<file path="src/rtl/note_duration_timer.sv">
// Programmable down-counting note duration timer: loads a length in ticks,
// counts it down at one tick per PRESCALE clocks, and pulses done on expiry.
module note_duration_timer #(
   parameter int unsigned WIDTH    = 16,
   parameter int unsigned PRESCALE = 4
) (
   input  logic             clk,
   input  logic             reset,
   input  logic             start,
   input  logic [WIDTH-1:0] duration,
   input  logic             abort,
   output logic             busy,
   output logic             done,
   output logic [WIDTH-1:0] remaining
);

   localparam int unsigned PW = (PRESCALE > 1) ? $clog2(PRESCALE) : 1;
   localparam logic [PW-1:0] PRE_MAX = PW'(PRESCALE - 1);

   typedef enum logic {
      IDLE,
      RUN
   } state_t;

   state_t        state;
   logic [PW-1:0] prescaler;

   // Timer FSM; every output is a register updated alongside the state.
   always_ff @(posedge clk or negedge reset) begin
      if (!reset) begin
         state     <= IDLE;
         busy      <= 1'b0;
         done      <= 1'b0;
         remaining <= '0;
         prescaler <= '0;
      end else begin
         done <= 1'b0;
         case (state)
            IDLE: begin
               if (start) begin
                  if (duration != '0) begin
                     state     <= RUN;
                     busy      <= 1'b1;
                     remaining <= duration;
                     prescaler <= '0;
                  end else begin
                     // A zero-length note expires immediately without running.
                     done <= 1'b1;
                  end
               end
            end
            RUN: begin
               if (abort) begin
                  state     <= IDLE;
                  busy      <= 1'b0;
                  remaining <= '0;
                  prescaler <= '0;
               end else if (prescaler == PRE_MAX) begin
                  prescaler <= '0;
                  if (remaining == WIDTH'(1)) begin
                     state     <= IDLE;
                     busy      <= 1'b0;
                     done      <= 1'b1;
                     remaining <= '0;
                  end else if (remaining != '0) begin
                     remaining <= remaining - WIDTH'(1);
                  end
               end else begin
                  prescaler <= prescaler + PW'(1);
               end
            end
            default: begin
               state <= IDLE;
               busy  <= 1'b0;
            end
         endcase
      end
   end

endmodule

</file>
<file path="config.mk">
export PLATFORM = sky130hd
export DESIGN_NAME = note_duration_timer
export DESIGN_NICKNAME = d
export VERILOG_FILES = /design/src/rtl/note_duration_timer.sv
export SDC_FILE = /design/constraint.sdc
export NUM_CORES = 1
export LEC_CHECK = 0
export CORE_MARGIN = 3
export CORE_UTILIZATION = 40
export DETAILED_ROUTE_END_ITERATION = 10
export PLACE_DENSITY = 0.69
export SYNTH_ARGS = -nofsm -noshare
export SYNTH_HDL_FRONTEND = slang
export SYNTH_SLANG_ARGS = --single-unit
</file>
<file path="constraint.sdc">
create_clock -name clk -period 2.1 [get_ports clk]
set_clock_uncertainty 0.15 [all_clocks]
set_input_delay 0.315 -clock clk [delete_from_list [all_inputs] [get_ports clk]]
set_output_delay 0.315 -clock clk [all_outputs]
set_load 0.02 [all_outputs]
</file>
==> results_dict.tcl, run 1 <==
set metrics [dict create \
    worst_slew_pin_slew_ns 0.379 \
    syn_nets 171 \
    power.leakage_nw 1.05 \
    clockBufferDepth 2 \
    ir_drop_mv 0.452 \
    first_pass_iters 5 \
    dieArea_um2 4260 \
    startpoint_type "input port" \
    synth_cells 147 \
    cp_max_fo 6 \
    area_delta_synth_final_pct 73.7 \
    cts_sinks 21 \
    clk_pin_slew_ns 0.12 \
    status "finished, final reports clean" \
    tritoncts "yes" \
    avgSynthCellArea_um2 9.57 \
    drv_slew 0 \
    ios 38 \
    max_freq_mhz 482 \
    min_path_type "in2async" \
    nets 269 \
    period_needed_ns 2.07 \
    cp.required_ns 2.18 \
    start_util 0.439 \
    clock_latency_ns 0.30 \
    port_buffers 37 \
    drive_gt1_frac 0.398 \
    finalSetupTns_ns 0 \
    rows 20 \
    p_per_area_nw_per_um2 733 \
    drc 0 \
    finalWeightedCongestion 0.952 \
    rr_worst_depth 7 \
    fill_cells 244 \
    synth_flop_cell "dfrtp_1" \
    worstReg2RegStart "remaining[2]" \
    via_per_inst 5.88 \
    fin_util 0.763 \
    grt_start_max_net_pins 22 \
    synth-edff-count 0 \
    endpoint "remaining[13]" \
    clk_root_buffer_cell "clkbuf_4" \
    wl_per_cell_um 17.4 \
    grt_pass1_wl_um 7910 \
    ys_ff_latch 21 \
    multi_input_area_um2 943 \
    vias 1693 \
    rsz0062_at_grt "yes" \
    placedCellCount 282 \
    async_flop_share 1.00 \
    endpoint_kind "register" \
    yosys_warnings 0 \
    grtUsageTotal 0.237 \
    slew-limit-headroom 0.741 \
    die_h_um 65.3 \
    htree_num_levels 1 \
    die_w_um 65.3 \
    startpoint "duration[14]" \
    antenna_cells_inserted 0 \
    hold_viol 0 \
    period_share 0.987 \
    arrival_ns 2.15 \
    hpwlAfterDp_um 3670 \
    maxCapViolations 0 \
    grt_pass1_vias 1671 \
    criticalPathCategory "in2reg" \
    reg2reg_slack_ns 0.04 \
    routed_wl_um 5000 \
    ant_nets 0 \
    antenna_found_initial 0 \
    drt_iter0_drc 137 \
    seq_area_um2 528 \
    syn_area_um2 1410 \
    synth.yosys.seq_area_share 0.374 \
    setup_viol 0 \
    reg2reg_to "remaining[7]" \
    grt_overflow 0 \
    cts_inserted_buffers 3 \
    synth.distinct_cells 47 \
    core-area_um2 3200 \
    fin_cells 288 \
]
==> worst max-delay path: stages <==
cell             delay, ns
clkdlybuf4s50_1       0.45
nor4_2                0.33
buf_4                 0.17
a41oi_2               0.16
or2_4                 0.31
buf_4                 0.16
o211ai_1              0.10
o2bb2ai_1             0.15
==> layer usage <==
layer | GRT usage | share of wire | vias up
li1 | - | - | 774
met1 | 0.317 | 0.41 | 790
met2 | 0.392 | 0.47 | 105
met3 | 0.0376 | 0.086 | 24
met4 | 0.0751 | 0.032 | 0
met5 | 0 | 0 | -
==> registers in the layout (all words and copies together), names as in the netlist <==
name	cells
busy	1
done	1
prescaler	2
remaining	16
state	1
==> area by class of cell <==
| type | instances | area share |
|---|---|---|
| inverters | 7 | 0.0118 |
| repair buffers | 100 | 0.352 |
| clock buffers | 4 | 0.0108 |
| multi-input cells | 112 | 0.386 |
| well taps | 44 | 0.0225 |
| flip-flops and latches | 21 | 0.216 |
==> where the power goes <==
part	internal, mW	switching [mW]
combinational	0.522	0.501
clock	0.0740	0.128
sequential	0.480	0.0854
total	1.08	0.714
==> cell families after synthesis <==
group | share of synthesized area
adder cells (fa/ha/maj) | 0.0356
AND/OR/NAND/NOR | 0.211
multiplexers | 0.0187
flip-flops | 0.374
buffers and inverters | 0.0489
AO/OA/AOI/OAI | 0.312
==> cells in the mapped netlist (2+ instances only) <==
cell type | instances | area [µm²]
nand3_1 | 2 | 10.0
a32oi_1 | 4 | 35.0
nor3_1 | 5 | 25.0
and3_1 | 2 | 12.5
a22o_1 | 7 | 61.3
nand2b_1 | 2 | 12.5
o2bb2ai_1 | 7 | 61.3
o21ai_0 | 3 | 15.0
o31ai_1 | 4 | 30.0
buf_6 | 2 | 22.5
nor2_2 | 2 | 12.5
o211ai_1 | 9 | 67.6
nand4_1 | 2 | 12.5
ha_1 | 4 | 50.1
nor2_1 | 12 | 45.0
a211o_1 | 2 | 17.5
clkbuf_1 | 4 | 15.0
a211oi_1 | 2 | 15.0
nand2_1 | 7 | 26.3
inv_1 | 6 | 22.5
a22oi_1 | 5 | 37.5
nor4_1 | 7 | 43.8
a21oi_1 | 3 | 15.0
dfrtp_1 | 21 | 526
==> how the worst min path moves through the flow <==
| stage | to | slack [ns] | cells past startpoint |
|---|---|---|---|
| 3_5_place_dp | prescaler[0] | 0.33 | 1 |
| 2_1_floorplan | busy | -0.13 | 0 |
| 3_3_place_gp | prescaler[0] | 0.33 | 1 |
| 5_1_grt | remaining[3] | 0.21 | 2 |
| 4_1_cts | remaining[2] | 0.20 | 2 |
| 6_report | remaining[2] | 0.19 | 2 |
==> per-stage QoR <==
step	setup WS, ns	power [mW]	cell area [µm²]	hold WS (ns)
global placement	-0.296	1.44	2250	0.329
CTS	0.00601	1.68	2320	0.204
floorplan	0.00464	0.965	1410	-0.131
detailed placement	-0.374	1.46	2250	0.333
global route	-0.0808	1.90	2440	0.209
finish	0.0269	1.79	2440	0.191
==> what timing repair did <==
item / 4_1_cts / 5_1_grt
setup endpoints to repair: 16 / 16
hold buffers: 0 / 0
pin swaps: 5 / 7
setup buffers: 1 / 1
gates resized for setup: 9 / 28
==> layout by cell type (no fill, tap or decap), types with 3 or more instances in the layout <==
| cell type | Yosys | final |
|---|---|---|
| nand2_1 | 7 | 5 |
| a22oi_1 | 5 | 4 |
| nor2_1 | 12 | 11 |
| o31ai_1 | 4 | 4 |
| buf_6 | 2 | 4 |
| buf_4 | 0 | 59 |
| inv_1 | 6 | 4 |
| nor3_1 | 5 | 4 |
| a32oi_1 | 4 | 4 |
| o211ai_1 | 9 | 9 |
| dfrtp_1 | 21 | 19 |
| o2bb2ai_1 | 7 | 7 |
| clkbuf_4 | 0 | 3 |
| nor2_2 | 2 | 3 |
| clkdlybuf4s50_1 | 0 | 36 |
| a21oi_1 | 3 | 3 |
| a22o_1 | 7 | 7 |
| nor4_1 | 7 | 4 |
Power figures use the tool's default switching activity.
==> run 2: changes to the inputs <==
CTS_CLUSTER_SIZE = 10   (was not set)
RECOVER_POWER = 25   (was not set)
==> results_dict.tcl, run 2 (synthesized netlist as in run 1, its figures left out) <==
set metrics [dict create \
    antenna_found_initial 0 \
    status "finished, final reports clean" \
    reg_top3 "remaining x16, prescaler x2" \
    drv_slew 0 \
    via_per_inst 5.89 \
    finalSetupTns_ns 0 \
    reg2reg_to "remaining[7]" \
    ios 38 \
    fin_util 0.761 \
    core-area_um2 3200 \
    cts_inserted_buffers 3 \
    period_needed_ns 2.07 \
    cp_slowest_cell "clkdlybuf4s50_1" \
    area_delta_synth_final_pct 73.4 \
    crit_path_max_incr_delay_ns 0.45 \
    drc 0 \
    clock_latency_ns 0.30 \
    grt_start_max_net_pins 22 \
    arrival_ns 2.15 \
    endpoint "remaining[13]" \
    worst_slew_pin_slew_ns 1.14 \
    p_per_area_nw_per_um2 734 \
    drt_iter0_drc 137 \
    cts_sinks 21 \
    port_buffers 37 \
    rr_worst_depth 7 \
    first_pass_iters 5 \
    p_int_mw 1.07 \
    clk_root_buffer_cell "clkbuf_4" \
    seq_area_um2 528 \
    clockBufferDepth 2 \
    power.leakage_nw 1.05 \
    grt_pass1_vias 1671 \
    min_path_type "reg2reg" \
    grt_pass1_wl_um 7910 \
    p_sw_frac 0.399 \
    htree_num_levels 1 \
    ctsHoldBuffers 0 \
    clk_pin_slew_ns 0.12 \
    min_path_cells 1 \
    startpoint "duration[14]" \
    finalWeightedCongestion 0.952 \
    ant_nets 0 \
    largest_reg_flops 16 \
    wl_per_cell_um 17.4 \
    worstReg2RegStart "remaining[2]" \
    startpoint_type "input port" \
    setup_viol 0 \
    pwr-share-clk 0.113 \
    grtUsageTotal 0.237 \
    maxCapViolations 0 \
    switching_power_uw 715 \
    tritoncts "yes" \
    fill_cells 244 \
    cp_cell_sequence "clkdlybuf4s50_1, nor4_2, buf_4, a41oi_2, or2_4, buf_4, o211ai_1, o2bb2ai_1" \
    period_share 0.987 \
    regMostFlops "remaining" \
    final_common_cell "buf_4" \
    hold_viol 0 \
    reg2reg_slack_ns 0.04 \
    dieArea_um2 4260 \
    cp.required_ns 2.18 \
    nets 269 \
    grt_overflow 0 \
    rsz0062_at_grt "yes" \
    rows 20 \
    max_freq_mhz 483 \
    p_seq_frac 0.316 \
    endpoint_kind "register" \
    design_area_um2 2440 \
    final_cell_mix "58 x buf_4, 35 x clkdlybuf4s50_1, 19 x dfrtp_1" \
    criticalPathCategory "in2reg" \
    ir_drop_mv 0.450 \
    cp_max_fo 6 \
    pre_cts_slack_ns -0.374 \
    place_area_um2 2250 \
    drive_gt1_frac 0.393 \
    die_h_um 65.3 \
    slew-limit-headroom 0.239 \
    start_util 0.439 \
    path_common_cell "buf_4" \
    antenna_cells_inserted 0 \
    multi_input_area_um2 943 \
    die_w_um 65.3 \
    pwr-share-comb 0.571 \
    routed_wl_um 5000 \
    vias 1695 \
    worst_slack_ns 0.0280 \
    hpwlAfterDp_um 3670 \
]
-- run 2: changes by cell type in the layout (fill, tap and decap cells not counted) --
| cell | change |
|---|---|
| dlygate4sd3_1 | +1 |
| clkdlybuf4s50_1 | -1 |
| buf_4 | -1 |
| clkbuf_1 | +1 |
-- run 2: area by class of cell --
| type | instances | area share |
|---|---|---|
| well taps | 44 | 0.0226 |
| multi-input cells | 112 | 0.387 |
| repair buffers | 100 | 0.351 |
| inverters | 7 | 0.0118 |
| flip-flops and latches | 21 | 0.217 |
| clock buffers | 4 | 0.0108 |
-- run 2: what timing repair did --
action / CTS / global route
pin swaps: 5 / 7
setup endpoints to repair: 16 / 16
resized for setup: 9 / 28
buffers inserted: 1 / 1
-- run 2: stage by stage --
stage               std cells  total power, mW  hold WS, ns
floorplan                 147            0.965       -0.131
global route              288             1.90        0.382
detailed placement        282             1.46        0.333
finish                    288             1.79        0.352
global placement          282             1.44        0.329
CTS                       287             1.68        0.204
-- run 2: how the worst min path moves through the flow --
stage,to,startpoint,slack [ns]
6_report,prescaler[0],prescaler[0],0.35
5_1_grt,prescaler[0],prescaler[0],0.38
4_1_cts,remaining[2],reset,0.20
3_5_place_dp,prescaler[0],prescaler[0],0.33
3_3_place_gp,prescaler[0],prescaler[0],0.33
2_1_floorplan,busy,reset,-0.13
-- run 2: power groups by stage --
| stage | logic (mW) | registers, mW | clock network [mW] |
|---|---|---|---|
| 5_1_grt | 1.08 | 0.581 | 0.231 |
| 6_report | 1.02 | 0.566 | 0.203 |
| 3_5_place_dp | 0.899 | 0.558 | 0 |
| 3_3_place_gp | 0.886 | 0.552 | 0 |
| 2_1_floorplan | 0.309 | 0.656 | 0 |
| 4_1_cts | 0.922 | 0.556 | 0.204 |
-- run 2: per-layer routing --
| layer | track usage | wire [µm] | vias to the layer above |
|---|---|---|---|
| met1 | 0.317 | 2040 | 788 |
| met2 | 0.392 | 2360 | 109 |
| li1 | - | - | 774 |
| met5 | 0 | 0 | - |
| met3 | 0.0376 | 428 | 24 |
| met4 | 0.0751 | 162 | 0 |
-- run 2: worst max-delay path, delay by kind of cell --
kind,cells,cell delay (ns)
AO/OA/AOI/OAI,3,0.41
buffers and inverters,3,0.78
AND/OR/NAND/NOR,2,0.64
